--- src/rtl/counter_load_sched_pkg.sv ---
// Shared types for the round-robin counter scheduler.
// Holds the FSM state encoding and the default counter width.
package counter_sched_pkg;

   localparam int CNT_W = 8;

   typedef enum logic [1:0] {
      IDLE = 2'd0,
      LOAD = 2'd1,
      RUN  = 2'd2,
      DONE = 2'd3
   } state_t;

endpackage

--- src/rtl/counter_load_sched_if.sv ---
// Requester and counter-side signals of the scheduler.
// Modport slave is the scheduler; modport master is the requesters plus the counter.
interface counter_load_sched_if
   import counter_sched_pkg::*;
#(
   parameter int NREQ = 4,
   parameter int W    = CNT_W
);
   logic [NREQ-1:0]   req;
   logic [NREQ*W-1:0] start_val;
   logic [NREQ*W-1:0] end_val;
   logic              pause;
   logic [NREQ-1:0]   grant;
   logic [NREQ-1:0]   done;
   logic              busy;
   logic [W-1:0]      cnt_out;
   logic [W-1:0]      cnt_data;
   logic              cnt_load;
   logic              cnt_enable;
   logic              cnt_reset;

   modport master (
      output req, start_val, end_val, pause, cnt_out,
      input  grant, done, busy, cnt_data, cnt_load, cnt_enable, cnt_reset
   );

   modport slave (
      input  req, start_val, end_val, pause, cnt_out,
      output grant, done, busy, cnt_data, cnt_load, cnt_enable, cnt_reset
   );
endinterface

--- src/rtl/counter_load_sched_rr_pick.sv ---
// Combinational round-robin selector: first set req bit searching upward from ptr, with wrap.
// Zero latency; valid low when no request is pending.
module rr_pick #(
   parameter int NREQ = 4,
   parameter int IW   = $clog2(NREQ)
) (
   input  logic [NREQ-1:0] req,
   input  logic [IW-1:0]   ptr,
   output logic            valid,
   output logic [IW-1:0]   idx,
   output logic [NREQ-1:0] onehot
);
   int slot;

   // Scan from the farthest offset down so the nearest hit to ptr wins.
   always_comb begin
      valid  = 1'b0;
      idx    = '0;
      onehot = '0;
      slot   = 0;
      for (int i = NREQ - 1; i >= 0; i--) begin
         slot = int'(ptr) + i;
         if (slot >= NREQ) slot = slot - NREQ;
         if (req[slot[IW-1:0]]) begin
            valid = 1'b1;
            idx   = slot[IW-1:0];
         end
      end
      if (valid) onehot[idx] = 1'b1;
   end
endmodule

--- src/rtl/counter_load_sched.sv ---
// Round-robin owner of one loadable up-counter: IDLE -> LOAD -> RUN -> DONE per run.
// Latency req->done = 4 + (end-start) mod 2^W cycles plus paused cycles; requesters hold req until done.
module counter_load_sched
   import counter_sched_pkg::*;
#(
   parameter int NREQ = 4,
   parameter int W    = CNT_W
) (
   input logic                 clk,
   input logic                 reset,
   counter_load_sched_if.slave bus
);
   localparam int IW = $clog2(NREQ);

   state_t          state;
   logic [IW-1:0]   rr_ptr;
   logic [IW-1:0]   idx_q;
   logic [W-1:0]    end_q;
   logic [W-1:0]    data_q;
   logic [NREQ-1:0] grant_q;
   logic [NREQ-1:0] done_q;
   logic            busy_q;
   logic            load_q;

   logic            pick_vld;
   logic [IW-1:0]   pick_idx;
   logic [NREQ-1:0] pick_oh;
   logic [W-1:0]    start_arr [NREQ];
   logic [W-1:0]    end_arr   [NREQ];

   for (genvar g = 0; g < NREQ; g++) begin : g_slice
      assign start_arr[g] = bus.start_val[g*W +: W];
      assign end_arr[g]   = bus.end_val[g*W +: W];
   end

   rr_pick #(.NREQ(NREQ), .IW(IW)) u_pick (
      .req    (bus.req),
      .ptr    (rr_ptr),
      .valid  (pick_vld),
      .idx    (pick_idx),
      .onehot (pick_oh)
   );

   always_ff @(posedge clk) begin
      if (!reset) begin
         state   <= IDLE;
         rr_ptr  <= '0;
         idx_q   <= '0;
         end_q   <= '0;
         data_q  <= '0;
         grant_q <= '0;
         done_q  <= '0;
         busy_q  <= 1'b0;
         load_q  <= 1'b0;
      end else begin
         case (state)
            IDLE: begin
               if (pick_vld) begin
                  idx_q   <= pick_idx;
                  data_q  <= start_arr[pick_idx];
                  end_q   <= end_arr[pick_idx];
                  grant_q <= pick_oh;
                  busy_q  <= 1'b1;
                  load_q  <= 1'b1;
                  state   <= LOAD;
               end
            end
            LOAD: begin
               load_q <= 1'b0;
               state  <= RUN;
            end
            RUN: begin
               if (bus.cnt_out == end_q) begin
                  done_q <= grant_q;
                  state  <= DONE;
               end
            end
            DONE: begin
               done_q  <= '0;
               grant_q <= '0;
               busy_q  <= 1'b0;
               rr_ptr  <= (idx_q == IW'(NREQ - 1)) ? '0 : idx_q + 1'b1;
               state   <= IDLE;
            end
            default: state <= IDLE;
         endcase
      end
   end

   // Enable is combinational so the counter stops exactly on end_q.
   assign bus.cnt_enable = (state == RUN) && (bus.cnt_out != end_q) && !bus.pause;
   assign bus.cnt_reset  = ~reset;
   assign bus.cnt_load   = load_q;
   assign bus.cnt_data   = data_q;
   assign bus.grant      = grant_q;
   assign bus.done       = done_q;
   assign bus.busy       = busy_q;
endmodule

--- src/flat_wrapper.sv ---
// flat-port wrapper written by rule: the top's interface ports become plain ports
module counter_load_sched_flat import counter_sched_pkg::*;
#(
   parameter int NREQ = 4,
   parameter int W    = CNT_W
)
  (clk, reset, bus_req, bus_start_val, bus_end_val, bus_pause, bus_cnt_out, bus_grant, bus_done, bus_busy, bus_cnt_data, bus_cnt_load, bus_cnt_enable, bus_cnt_reset);
  counter_load_sched_if #(.NREQ(NREQ), .W(W)) bus_i ();
  input logic clk;
  input logic reset;
  input wire logic [$bits(bus_i.req)-1:0] bus_req;
  input wire logic [$bits(bus_i.start_val)-1:0] bus_start_val;
  input wire logic [$bits(bus_i.end_val)-1:0] bus_end_val;
  input wire logic [$bits(bus_i.pause)-1:0] bus_pause;
  input wire logic [$bits(bus_i.cnt_out)-1:0] bus_cnt_out;
  output wire logic [$bits(bus_i.grant)-1:0] bus_grant;
  output wire logic [$bits(bus_i.done)-1:0] bus_done;
  output wire logic [$bits(bus_i.busy)-1:0] bus_busy;
  output wire logic [$bits(bus_i.cnt_data)-1:0] bus_cnt_data;
  output wire logic [$bits(bus_i.cnt_load)-1:0] bus_cnt_load;
  output wire logic [$bits(bus_i.cnt_enable)-1:0] bus_cnt_enable;
  output wire logic [$bits(bus_i.cnt_reset)-1:0] bus_cnt_reset;
  assign bus_i.req = bus_req;
  assign bus_i.start_val = bus_start_val;
  assign bus_i.end_val = bus_end_val;
  assign bus_i.pause = bus_pause;
  assign bus_i.cnt_out = bus_cnt_out;
  assign bus_grant = bus_i.grant;
  assign bus_done = bus_i.done;
  assign bus_busy = bus_i.busy;
  assign bus_cnt_data = bus_i.cnt_data;
  assign bus_cnt_load = bus_i.cnt_load;
  assign bus_cnt_enable = bus_i.cnt_enable;
  assign bus_cnt_reset = bus_i.cnt_reset;
  counter_load_sched #(.NREQ(NREQ), .W(W)) u_core (.clk(clk), .reset(reset), .bus(bus_i));
endmodule
--- config.mk ---
export PLATFORM = sky130hd
export DESIGN_NAME = counter_load_sched_flat
export DESIGN_NICKNAME = d
export VERILOG_FILES = /design/src/rtl/counter_load_sched_pkg.sv /design/src/rtl/counter_load_sched_if.sv /design/src/rtl/counter_load_sched_rr_pick.sv /design/src/rtl/counter_load_sched.sv /design/src/flat_wrapper.sv
export SDC_FILE = /design/constraint.sdc
export NUM_CORES = 1
export LEC_CHECK = 0
export CORE_MARGIN = 3
export CORE_UTILIZATION = 40
export DETAILED_ROUTE_END_ITERATION = 12
export GPL_ROUTABILITY_DRIVEN = 0
export PLACE_DENSITY_LB_ADDON = 0.12
export SETUP_SLACK_MARGIN = 0.02
export SLEW_MARGIN = 10
export SYNTH_ARGS = -nofsm -noshare
export SYNTH_HDL_FRONTEND = slang
export SYNTH_SLANG_ARGS = --single-unit
--- constraint.sdc ---
create_clock -name clk -period 2.67 [get_ports clk]
set_input_delay 0.4005 -clock clk [delete_from_list [all_inputs] [get_ports clk]]
set_output_delay 0.4005 -clock clk [all_outputs]
set_load 0.1 [all_outputs]
=== Word level (Yosys, flattened, before mapping) ===
Index checks and enable logic that the tools add are counted.

* Bits in latches: 0
* Input port bits: 79
* Memory bits (writable): 0
* Memories: 0
* Register bits: 32
* Output and inout port bits: 20
* Logic and storage cells: 90
* Bits in read-only memories: 0

* Muxes and demuxes: 39
* Equality and inequality tests: 8
* Bitwise logic cells: 2
* Shift-type cells: 0
* Div/mod/pow operators: 0
* $add $sub $neg: 8
* Magnitude comparators: 11
* Reduce and logical (&&, ||, !) cells: 13
* Multipliers: 0

{| class="wikitable"
|+ Operators with widths
! cell !! number
|-
| $bmux W8 S2 || 2
|-
| $mux W8 || 4
|-
| $mux W2 || 11
|-
| $pmux W4 S2 || 2
|-
| $lt A2 B3 Y1 const B || 5
|-
| $ge A3 B3 Y1 const B || 4
|-
| $mux W1 || 10
|-
| $reduce_and A2 Y1 || 5
|-
| $bmux W1 S2 || 4
|-
| $eq A8 B8 Y1 || 1
|-
| $mux W4 || 2
|-
| $ne A8 B8 Y1 || 1
|-
| $pmux W2 S4 || 1
|-
| $sub A2 B1 Y2 const B || 4
|-
| $add A2 B2 Y3 const B || 2
|-
| $eq A2 B2 Y1 const B || 3
|-
| $reduce_bool A2 Y1 || 3
|-
| $ne A2 B1 Y1 const B || 2
|-
| $pmux W1 S2 || 2
|-
| $add A2 B1 Y3 const B || 1
|-
| $ge A2 B3 Y1 const B || 1
|-
| $logic_and A1 B1 Y1 || 3
|-
| $not A2 Y3 || 1
|-
| $add A2 B1 Y2 const B || 1
|-
| other kinds (6) || 6
|}

=== Depth between registers and ports, before layout ===
* Depth after elaboration: 15
* Gate-level depth with buffers: 9
* Depth with buffers taken out: 6

=== By module ===
A second synthesis with hierarchy kept.

* Cells, all modules: 235
* Area total of the unflattened synthesis: 2094.5 um^2

{| class="wikitable"
|+ By module, submodules not included
! module !! sequential area each (um^2) !! area each (um^2) !! instances !! cells each
|-
| counter_load_sched || 640.6 || 1883.1 || 1 || 202
|-
| rr_pick || 0.0 || 211.5 || 1 || 33
|}

=== Worst setup path after synthesis ===
OpenSTA, ideal clock, no wires.

* Kind: input to output
* From: input bus_cnt_out[6]
* To: output bus_cnt_enable
* Path slack: -0.558 ns
* Stages: 4
* Arrival: 2.827 ns
* Data required time: 2.270 ns
* Path buffers: 0
* Path through: xor2_1 nor4_1 and2_1 nor3_1

* Cells in the longest elaborated chain, start to end: 3

{| class="wikitable"
|+ Ends and longest elaborated chain
! element !! line !! source
|-
| from (decl) || flat_wrapper.sv:15 || <nowiki>input wire logic [$bits(bus_i.cnt_out)-1:0] bus_cnt_out;</nowiki>
|-
| $ne A8 B8 Y1 || counter_load_sched.sv:91 || <nowiki>assign bus.cnt_enable = (state == RUN) && (bus.cnt_out != end_q) && !bus.pause;</nowiki>
|-
| $logic_and A1 B1 Y1 (2 in a row) || counter_load_sched.sv:91 ||
|-
| to (decl) || flat_wrapper.sv:21 || <nowiki>output wire logic [$bits(bus_i.cnt_enable)-1:0] bus_cnt_enable;</nowiki>
|}

No other way between the ends.

=== Worst setup path after layout ===
* From: input bus_req[0]
* To: register u_core.grant_q[0], in the netlist u_core.bus.grant[0]

* Cells in the longest elaborated chain, start to end: 12
* Elaborated cells on any way between the ends: 25
* Those cells by class: order compare (2); eq/ne (1); mux (20); reduce/logical (2)

{| class="wikitable"
|+ Ends and longest elaborated chain
! element !! line !! source
|-
| from (decl) || flat_wrapper.sv:11 || <nowiki>input wire logic [$bits(bus_i.req)-1:0] bus_req;</nowiki>
|-
| $bmux W1 S2 || counter_load_sched_rr_pick.sv:24 || <nowiki>if (req[slot[IW-1:0]]) begin</nowiki>
|-
| $mux W1 (not written as such) || counter_load_sched_rr_pick.sv:24 ||
|-
| $mux W2 (4 in a row) || counter_load_sched_rr_pick.sv:24 ||
|-
| $lt A2 B3 Y1 (not written as such) / $ge A2 B1 Y1 (equally long branches) || counter_load_sched_rr_pick.sv:29 || <nowiki>if (valid) onehot[idx] = 1'b1;</nowiki>
|-
| $logic_and A1 B1 Y1 (not written as such) || counter_load_sched_rr_pick.sv:29 ||
|-
| $mux W1 (not written as such) || counter_load_sched_rr_pick.sv:29 ||
|-
| $demux W1 S2 || counter_load_sched_rr_pick.sv:29 ||
|-
| $mux W4 || counter_load_sched.sv:58 || <nowiki>if (pick_vld) begin</nowiki>
|-
| $pmux W4 S2 || counter_load_sched.sv:56 || <nowiki>case (state)</nowiki>
|-
| to (signal assigned) || counter_load_sched.sv:62 || <nowiki>grant_q <= pick_oh;</nowiki>
|-
| to (decl) || counter_load_sched.sv:20 || <nowiki>logic [NREQ-1:0] grant_q;</nowiki>
|}

Several ways; a longest one is shown, not always the timed one. The select of a mux whose other input is x is not followed.
A chain may end at the register's enable or synchronous reset.

==> results.md <==
- The run finished with clean final reports.
- The total grt overflow is 0.
- The finished cells cover 3000 um2.
- Summed over all cells, the static leakage comes to 1.20 nW.
- The critical path depth in cells is 6.
- After clock tree synthesis, the clock-pin slew on the worst setup and hold paths is 0.07 ns.
- The number of warnings issued by yosys is 0.
- Including well taps, the total number of placed cells is 339.
- The detail route stage leaves a number of antenna-violating nets equal to 0.
- After detailed routing, the average wire length per cell comes to 15.8 um.
- The die covers 5650 um2.
- The worst path arrival time is 2.60 ns.
- The capture point of the critical path is u_core.bus.grant[0].
- The number of synthesized register bits is 32.
- The startpoint of the worst setup timing path is bus_req[0].
- The cell count after synthesis came out at 195.
- The kind of critical path is primary input to register.
- In the final layout, the share of cells above drive strength 1 is 16.7%.
- The max capacitance violation total is 0.
- The CTS buffer count is 5.
- The class of the tightest hold or removal check is register to register.
- After floorplanning, the core was divided into 24 placement rows.
- The endpoint of the worst-slack reg-to-reg timing path is u_core.bus.grant[0].
- For the worst flop-to-flop path, the logic depth is 5.
- Summing every instance area after synthesis gives 1910 um2.
- Internal power comes to 1.34 mW.
- The floorplan step set the die height to 75.1 um.
- The net count of the mapped netlist is 279.
- Counting instances, the worst hold path has a depth of 2.
- From synthesis to final layout, the design area changed by 56.9%.
- Measured against its own limit, the worst slew margin works out to 24.1%.
- In this design, the largest share of critical-path delay is due to compound AO/OA/AOI/OAI gates.
- The placed instances occupy a cell area of 2900 um2.
- The total of endpoints with negative setup slack in the final report is 0.
- For this block, the routed nets add up to 5480 um of wire.
- Along the worst path, the maximum fanout reaches 18.
- The setup skew after layout is 0.00506 ns.
- The number of max-slew violations in the final report is 0.
- The number of levels in the clock H-tree is 2.
- The stage delay of the slowest cell on the critical path is 0.92 ns.
- STA classifies the critical path endpoint as a register.
- The root buffer cell chosen for the clock tree is sky130_fd_sc_hd__clkbuf_8.
- The highest ir drop seen on vdd is 0.829 mV.
- The critical path goes through clkdlybuf4s50_1, and2_1, o221ai_1, a21oi_2, o211ai_1, a21oi_1.
- The final critical delay including setup and external delays is 2.40 ns.
- The placed wire-length estimate is 4160 um.
- Dividing the synthesized area by the synthesized cell count gives 9.80 um2.
- The worst register-to-register path has a setup slack of 0.50 ns.
- The horizontal die dimension is 75.1 um.
- After layout, the worst path uses 89.7% of the clock period.
- Setup repair after global routing left no endpoint under its margin.
- The first routing iteration left 72 violations.
- The overall track demand over capacity in global routing is 19.6%.
- The worst register-to-register path begins at u_core.rr_ptr[1].
- The final-stage net count is 378.
- The final route contains 1,879 vias.
- The via count normalized by instance count is 5.43.
- Sequential elements use 33.5% of the synthesized area.
- At the worst endpoint, the required time is 2.88 ns.
- The number of hold-slack violations in the final timing report is 0.
- The final standard cell count with taps included and fillers excluded is 346.
- For this run, the share of the core covered by cells in the final layout is 67.1%.
- The combined buffer and inverter count along the critical path is 1.
- Gates resized during post-CTS repair numbered 0.
- The clock drives 32 sinks.
- The achievable clock frequency is 417 MHz.
- The initial utilization of the core area, before any placement, comes to 42.7%.
- In this run, the combinational gates consume 57.1% of the power.
- In the routed design, unresolved DRC markers number 0.
- The number of global-route vias before repair was 1,858.
- The clock insertion delay at the later pin of the skew report is 0.27 ns.
- In this run, post-CTS hold repair placed 0 buffers.
- The cell area power density is 878 nW/um2.
- The maximum root-to-sink buffer count is 2.
- The count of input and output buffers is 98.
- The type of origin of the critical path is a primary input.
- Registers are responsible for 27.8% of the overall power.
- Net switching is 49.3% of the power.
- Buffers added to address setup during post-CTS repair amount to 0.
- The pin count of the biggest net entering global routing is 36.
- The repair_antennas step left the layout with diodes totalling 0.
- Synthesis instantiated 36 different standard cells from the library.
- TritonCTS built the clock tree.
- For this design the total switching power over the nets is 1.30 mW.
- On the critical path, the stage with the largest delay is an instance of sky130_fd_sc_hd__a21oi_2.
- The core region is 4470 um2.
- The clock share of power is 15.1%.
- The number of primary I/O pins is 99.
- For this run, the detailed router's first-pass iteration total came to 6.
- The number of antenna violations at the first check in global routing is 0.
- For the pin with the worst max-slew slack, the measured transition is 1.14 ns.
- The first global-routing pass estimated 8510 um of wire.
-- cell type report --
type,count,area [um2]
Clock buffer,7,96.3
Fill cell,390,1470
Inverter,7,26.3
Multi-Input combinational cell,144,1160
Sequential cell,32,641
Tap cell,52,65.1
Timing Repair Buffer,104,1010
-- sequential cells by signal (all words and copies together), names as in the netlist --
| register | flops |
|---|---|
| u_core.end_q | 8 |
| u_core.bus.cnt_data | 8 |
| u_core.bus.cnt_load | 1 |
| u_core.bus.grant | 4 |
| u_core.bus.busy | 1 |
| u_core.rr_ptr | 2 |
| u_core.idx_q | 2 |
| u_core.state | 2 |
| u_core.bus.done | 4 |
-- synth_stat cells --
| library cell | number | area (um2) |
|---|---|---|
| sky130_fd_sc_hd__nand2_1 | 9 | 33.8 |
| sky130_fd_sc_hd__a221oi_1 | 7 | 61.3 |
| sky130_fd_sc_hd__o221a_2 | 1 | 11.3 |
| sky130_fd_sc_hd__and3_1 | 1 | 6.26 |
| sky130_fd_sc_hd__nor2_1 | 8 | 30.0 |
| sky130_fd_sc_hd__nand2b_1 | 2 | 12.5 |
| sky130_fd_sc_hd__buf_2 | 1 | 5.00 |
| sky130_fd_sc_hd__o21bai_1 | 1 | 7.51 |
| sky130_fd_sc_hd__nor4_1 | 2 | 12.5 |
| sky130_fd_sc_hd__nor2_8 | 1 | 20.0 |
| sky130_fd_sc_hd__nand4_1 | 3 | 18.8 |
| sky130_fd_sc_hd__a32oi_1 | 2 | 17.5 |
| sky130_fd_sc_hd__nor3_1 | 2 | 10.0 |
| sky130_fd_sc_hd__a221oi_2 | 9 | 135 |
| sky130_fd_sc_hd__a21boi_2 | 1 | 11.3 |
| sky130_fd_sc_hd__nand3_1 | 6 | 30.0 |
| sky130_fd_sc_hd__nor2b_1 | 2 | 12.5 |
| sky130_fd_sc_hd__a21oi_2 | 1 | 8.76 |
| sky130_fd_sc_hd__inv_1 | 7 | 26.3 |
| sky130_fd_sc_hd__clkbuf_1 | 5 | 18.8 |
| sky130_fd_sc_hd__buf_6 | 4 | 45.0 |
| sky130_fd_sc_hd__buf_8 | 1 | 15.0 |
| sky130_fd_sc_hd__ha_1 | 5 | 62.6 |
| sky130_fd_sc_hd__nor4_4 | 1 | 21.3 |
| sky130_fd_sc_hd__o21a_1 | 1 | 7.51 |
| sky130_fd_sc_hd__o211ai_1 | 2 | 15.0 |
| sky130_fd_sc_hd__xor2_1 | 8 | 70.1 |
| sky130_fd_sc_hd__o2111ai_1 | 1 | 8.76 |
| sky130_fd_sc_hd__a21oi_1 | 10 | 50.1 |
| sky130_fd_sc_hd__and2_1 | 2 | 12.5 |
| sky130_fd_sc_hd__o221ai_1 | 1 | 8.76 |
| sky130_fd_sc_hd__o21ai_0 | 19 | 95.1 |
| sky130_fd_sc_hd__buf_4 | 1 | 7.51 |
| sky130_fd_sc_hd__mux2i_1 | 35 | 350 |
| sky130_fd_sc_hd__o22ai_2 | 1 | 12.5 |
| sky130_fd_sc_hd__dfxtp_1 | 32 | 641 |
-- power groups by stage --
stage	Clock (mW)	Combinational, mW	Sequential, mW
6_report	0.398	1.50	0.732
5_1_grt	0.428	1.61	0.751
4_1_cts	0.403	1.51	0.729
3_5_place_dp	0	1.51	0.737
3_3_place_gp	0	1.50	0.738
2_1_floorplan	0	0.591	1.26
-- placed cells by master (no fill, tap or decap), drive strengths merged --
cell	instances
nand4	3
xor2	8
o221ai	1
nand2b	2
a32oi	2
nand2	9
o221a	1
nand3	6
clkdlybuf4s50	78
nor2b	2
nor3	2
and3	1
ha	5
nor2	9
o21bai	1
o22ai	1
o21a	1
a221oi	16
o21ai	19
a21boi	1
dfxtp	32
a21oi	11
buf	26
mux2i	35
o211ai	2
nor4	3
inv	7
clkbuf	7
and2	2
o2111ai	1
-- tightest hold or removal path, delay by kind of cell, from the launching register on --
family	cells	cell delay [ns]
and+or+nand+nor	1	0.06
AOI/OAI and AO/OA	1	0.05
DFF	1	0.31
-- per-stage QoR --
stage / worst slack, ns / hold WS, ns / setup TNS (ns) / total power [mW]
2_1_floorplan: 0.303 / 0.454 / 0 / 1.85
3_3_place_gp: 0.0190 / 0.456 / 0 / 2.24
3_5_place_dp: -0.0121 / 0.458 / -0.0121 / 2.24
4_1_cts: 0.242 / 0.467 / 0 / 2.65
5_1_grt: 0.0825 / 0.485 / 0 / 2.78
6_report: 0.275 / 0.465 / 0 / 2.63
-- worst min-delay path by stage --
stage                               endpoint                from  slack, ns
final                     u_core.bus.done[0]  u_core.bus.done[0]       0.47
after global routing      u_core.bus.done[0]  u_core.bus.done[0]       0.48
after detailed placement  u_core.bus.done[0]  u_core.bus.done[0]       0.46
after global placement    u_core.bus.done[0]  u_core.bus.done[0]       0.46
after CTS                 u_core.bus.done[0]  u_core.bus.done[0]       0.47
after floorplan              u_core.idx_q[0]     u_core.idx_q[0]       0.45
-- routing by layer --
layer,wire length [um],global-route usage (%),up-vias,share of wire (%)
li1,-,-,937,-
met2,2510,32.9,71,46
met5,0,0,-,0
met3,452,4.94,5,8.2
met4,37,4.47,0,0.68
met1,2480,25.4,866,45
-- logic make-up after synthesis --
family,count (synthesis),synth area share (%)
multiplexers,35,18.3
XOR/XNOR,8,3.67
AND/OR/NAND/NOR,39,11.5
buffers and inverters,19,6.15
flip-flops,32,33.5
adder cells (fa/ha/maj),5,3.27
AO/OA/AOI/OAI,57,23.6
Note: power is estimated with default switching activity, not from simulation.
==> RTL change: new RTL, same flow settings <==
`CNT_W`: 8 -> 7.
--- a/src/rtl/counter_load_sched_pkg.sv
+++ b/src/rtl/counter_load_sched_pkg.sv
@@ -2,7 +2,7 @@
 // Holds the FSM state encoding and the default counter width.
 package counter_sched_pkg;
 
-   localparam int CNT_W = 8;
+   localparam int CNT_W = 7;
 
    typedef enum logic [1:0] {
       IDLE = 2'd0,
Interface: changed (resized bus_cnt_data, bus_cnt_out, bus_end_val and bus_start_val); port bits go from 99 to 89. The function was not compared with the original's and may differ.
==> RTL change against the original RTL <==
  * Critical path depth unchanged
  * Synthesized area decreased by 0.52%
  * Setup slack improved by 0.068 ns
  * Largest cell class unchanged
  * Via count decreased by 3.2%
  * Power decreased by 7.0%
  * Largest power group unchanged
  * Worst hold slack got worse by 0.0011 ns
  * Routed wire length decreased by 7.8%
  * Final area decreased by 3.8%
  * Sequential cell count decreased by 2
==> RTL change: results (changes against the original RTL) <==
Placed Instances=329 (-2.9%); Hold Path Origin=u_core.bus.done[2]$_SDFFE_PN0P_; synth cell count leaders=30 x dfxtp_1, 17 x mux2i_1, 15 x o21ai_0, 14 x and2_1, 12 x nor2_1; slew margin rel.=44.88% (+21 points); post-CTS resize count=0 (unchanged); switching power=1.226 mW (-5.5%); number of global-route vias before repair=1,741 (-6.3%); leading register cell type out of synthesis=dfxtp_1; setup repair bufs after CTS=0 (unchanged); met2 wire len=2.373 mm (-5.6%); root buffer cell=clkbuf_8; Max VDD drop=471.1 uV (-43%); Netlist cell types=40 (+11%); Routed WL=5.052 mm (-7.8%); via count=1,819 (-3.2%); reg2reg path depth=6 (+1); worst r2r src=u_core.state[0]$_SDFFE_PN0P_; Crit-path slowest cell=clkdlybuf4s50_1; Clock Skews=0.006464 ns (+0.001405 ns); global-route wire length before repair=8.079 mm (-5.1%); outcome=finished, final reports clean; HPWL after DPL=3.813 mm (-8.3%); Leak=1.153 nW (-3.7%); drt first-iter violations=83 (+15%); overall routing resource usage=18.93% (-0.67 points); largest net degree at the start of global routing=31 (-14%); Filler cells=394 (+1.0%); biggest cell delay along the critical path=0.56 ns (-0.36 ns); Post-Syn Nets=272 (-2.5%); post-synthesis sequential area ratio=31.58% (-1.9 points); vias per cell=5.398 (-0.61%); crit path DAT=2.45 ns (-0.15 ns); reg2reg setup slack=0.41 ns (-0.09 ns); r2r endpoint=u_core.end_q[4]$_SDFFE_PN0P_; 1st-pass router iterations=4 (-2); CP Max Fanout=16 (-2); Met3 Routed Length=328 um (-27%); top cells by area, synth=dfxtp_1 32%, mux2i_1 8.9%, a221oi_2 7.9%; fin nets=359 (-5.0%); Hold Slack=0.4643 ns (-0.001126 ns); layout cells sized above 1=21.05% (+4.4 points); Mapped Cells=197 (+1.0%); Hold EP=u_core.bus.done[2]$_SDFFE_PN0P_
## RTL change: cell count changes after synthesis, moves of 4 or more
cell      before  now
a211oi_2       0    9
a211oi_1       0    5
mux2i_1       35   17
o21ai_0       19   15
or3b_1         0    4
and2_1         2   14
nor2_1         8   12
## RTL change: layout make-up
class                           count  area [um^2]  area share (%)
Clock buffer                        7        86.33           2.990
Clock inverter                      1        5.005          0.1733
Multi-Input combinational cell    151         1215           42.07
Tap cell                           52        65.06           2.253
Inverter                            4        15.01          0.5199
Timing Repair Buffer               92        900.9           31.20
Sequential cell                    30        600.6           20.80
## RTL change: worst max-delay path by stage
stage / start / endpoint / slack [ns] / cells after the start
floorplan: bus_cnt_out[3] / bus_cnt_enable / 0.25 / 5
finish: bus_req[0] / u_core.end_q[4]$_SDFFE_PN0P_ / 0.34 / 6
detailed placement: bus_req[0] / u_core.end_q[4]$_SDFFE_PN0P_ / 0.07 / 6
CTS: bus_req[0] / u_core.end_q[4]$_SDFFE_PN0P_ / 0.38 / 6
global placement: bus_req[0] / u_core.end_q[5]$_SDFFE_PN0P_ / 0.15 / 6
global route: bus_req[0] / u_core.end_q[4]$_SDFFE_PN0P_ / 0.15 / 6
## RTL change: metal layers
| layer | track usage (%) | vias to the layer above |
|---|---|---|
| li1 | - | 917 |
| met1 | 24.21 | 834 |
| met2 | 30.85 | 61 |
| met3 | 5.340 | 7 |
| met4 | 5.929 | 0 |
| met5 | 0 | - |
## RTL change: metrics by stage
stage	area, um^2	util, %	setup WS, ns	total power [mW]
floorplan	1902	-	0.2508	1.738
global placement	2796	62.50	0.1465	2.077
detailed placement	2796	62.50	0.07382	2.087
CTS	2888	64.54	0.3814	2.464
global route	2888	64.54	0.1482	2.589
finish	2888	64.54	0.3428	2.448
## RTL change: cell families (layout without fill, tap and decap cells)
kind of cell	count (synthesis)	in the layout	synth area share, %
adders and majority gates	5	5	3.289
muxes	18	18	9.736
buffers and inverters	16	104	4.802
AOI/OAI and AO/OA	64	64	30.00
DFF	30	30	31.58
xor gates and xnor gates	7	7	3.224
and+or+nand+nor	57	57	17.37
## RTL change: worst max-delay path: cells and delay by family
family,cells,cell delay [ns]
and+or+nand+nor,2,0.62
AOI/OAI and AO/OA,3,0.86
buffers and inverters,1,0.56
## RTL change: power groups by stage
stage / Sequential [mW] / Clock, mW / Combinational [mW]
2_1_floorplan: 1.17 / 0 / 0.567
5_1_grt: 0.694 / 0.406 / 1.49
4_1_cts: 0.678 / 0.382 / 1.40
6_report: 0.679 / 0.373 / 1.40
3_3_place_gp: 0.683 / 0 / 1.39
3_5_place_dp: 0.685 / 0 / 1.40
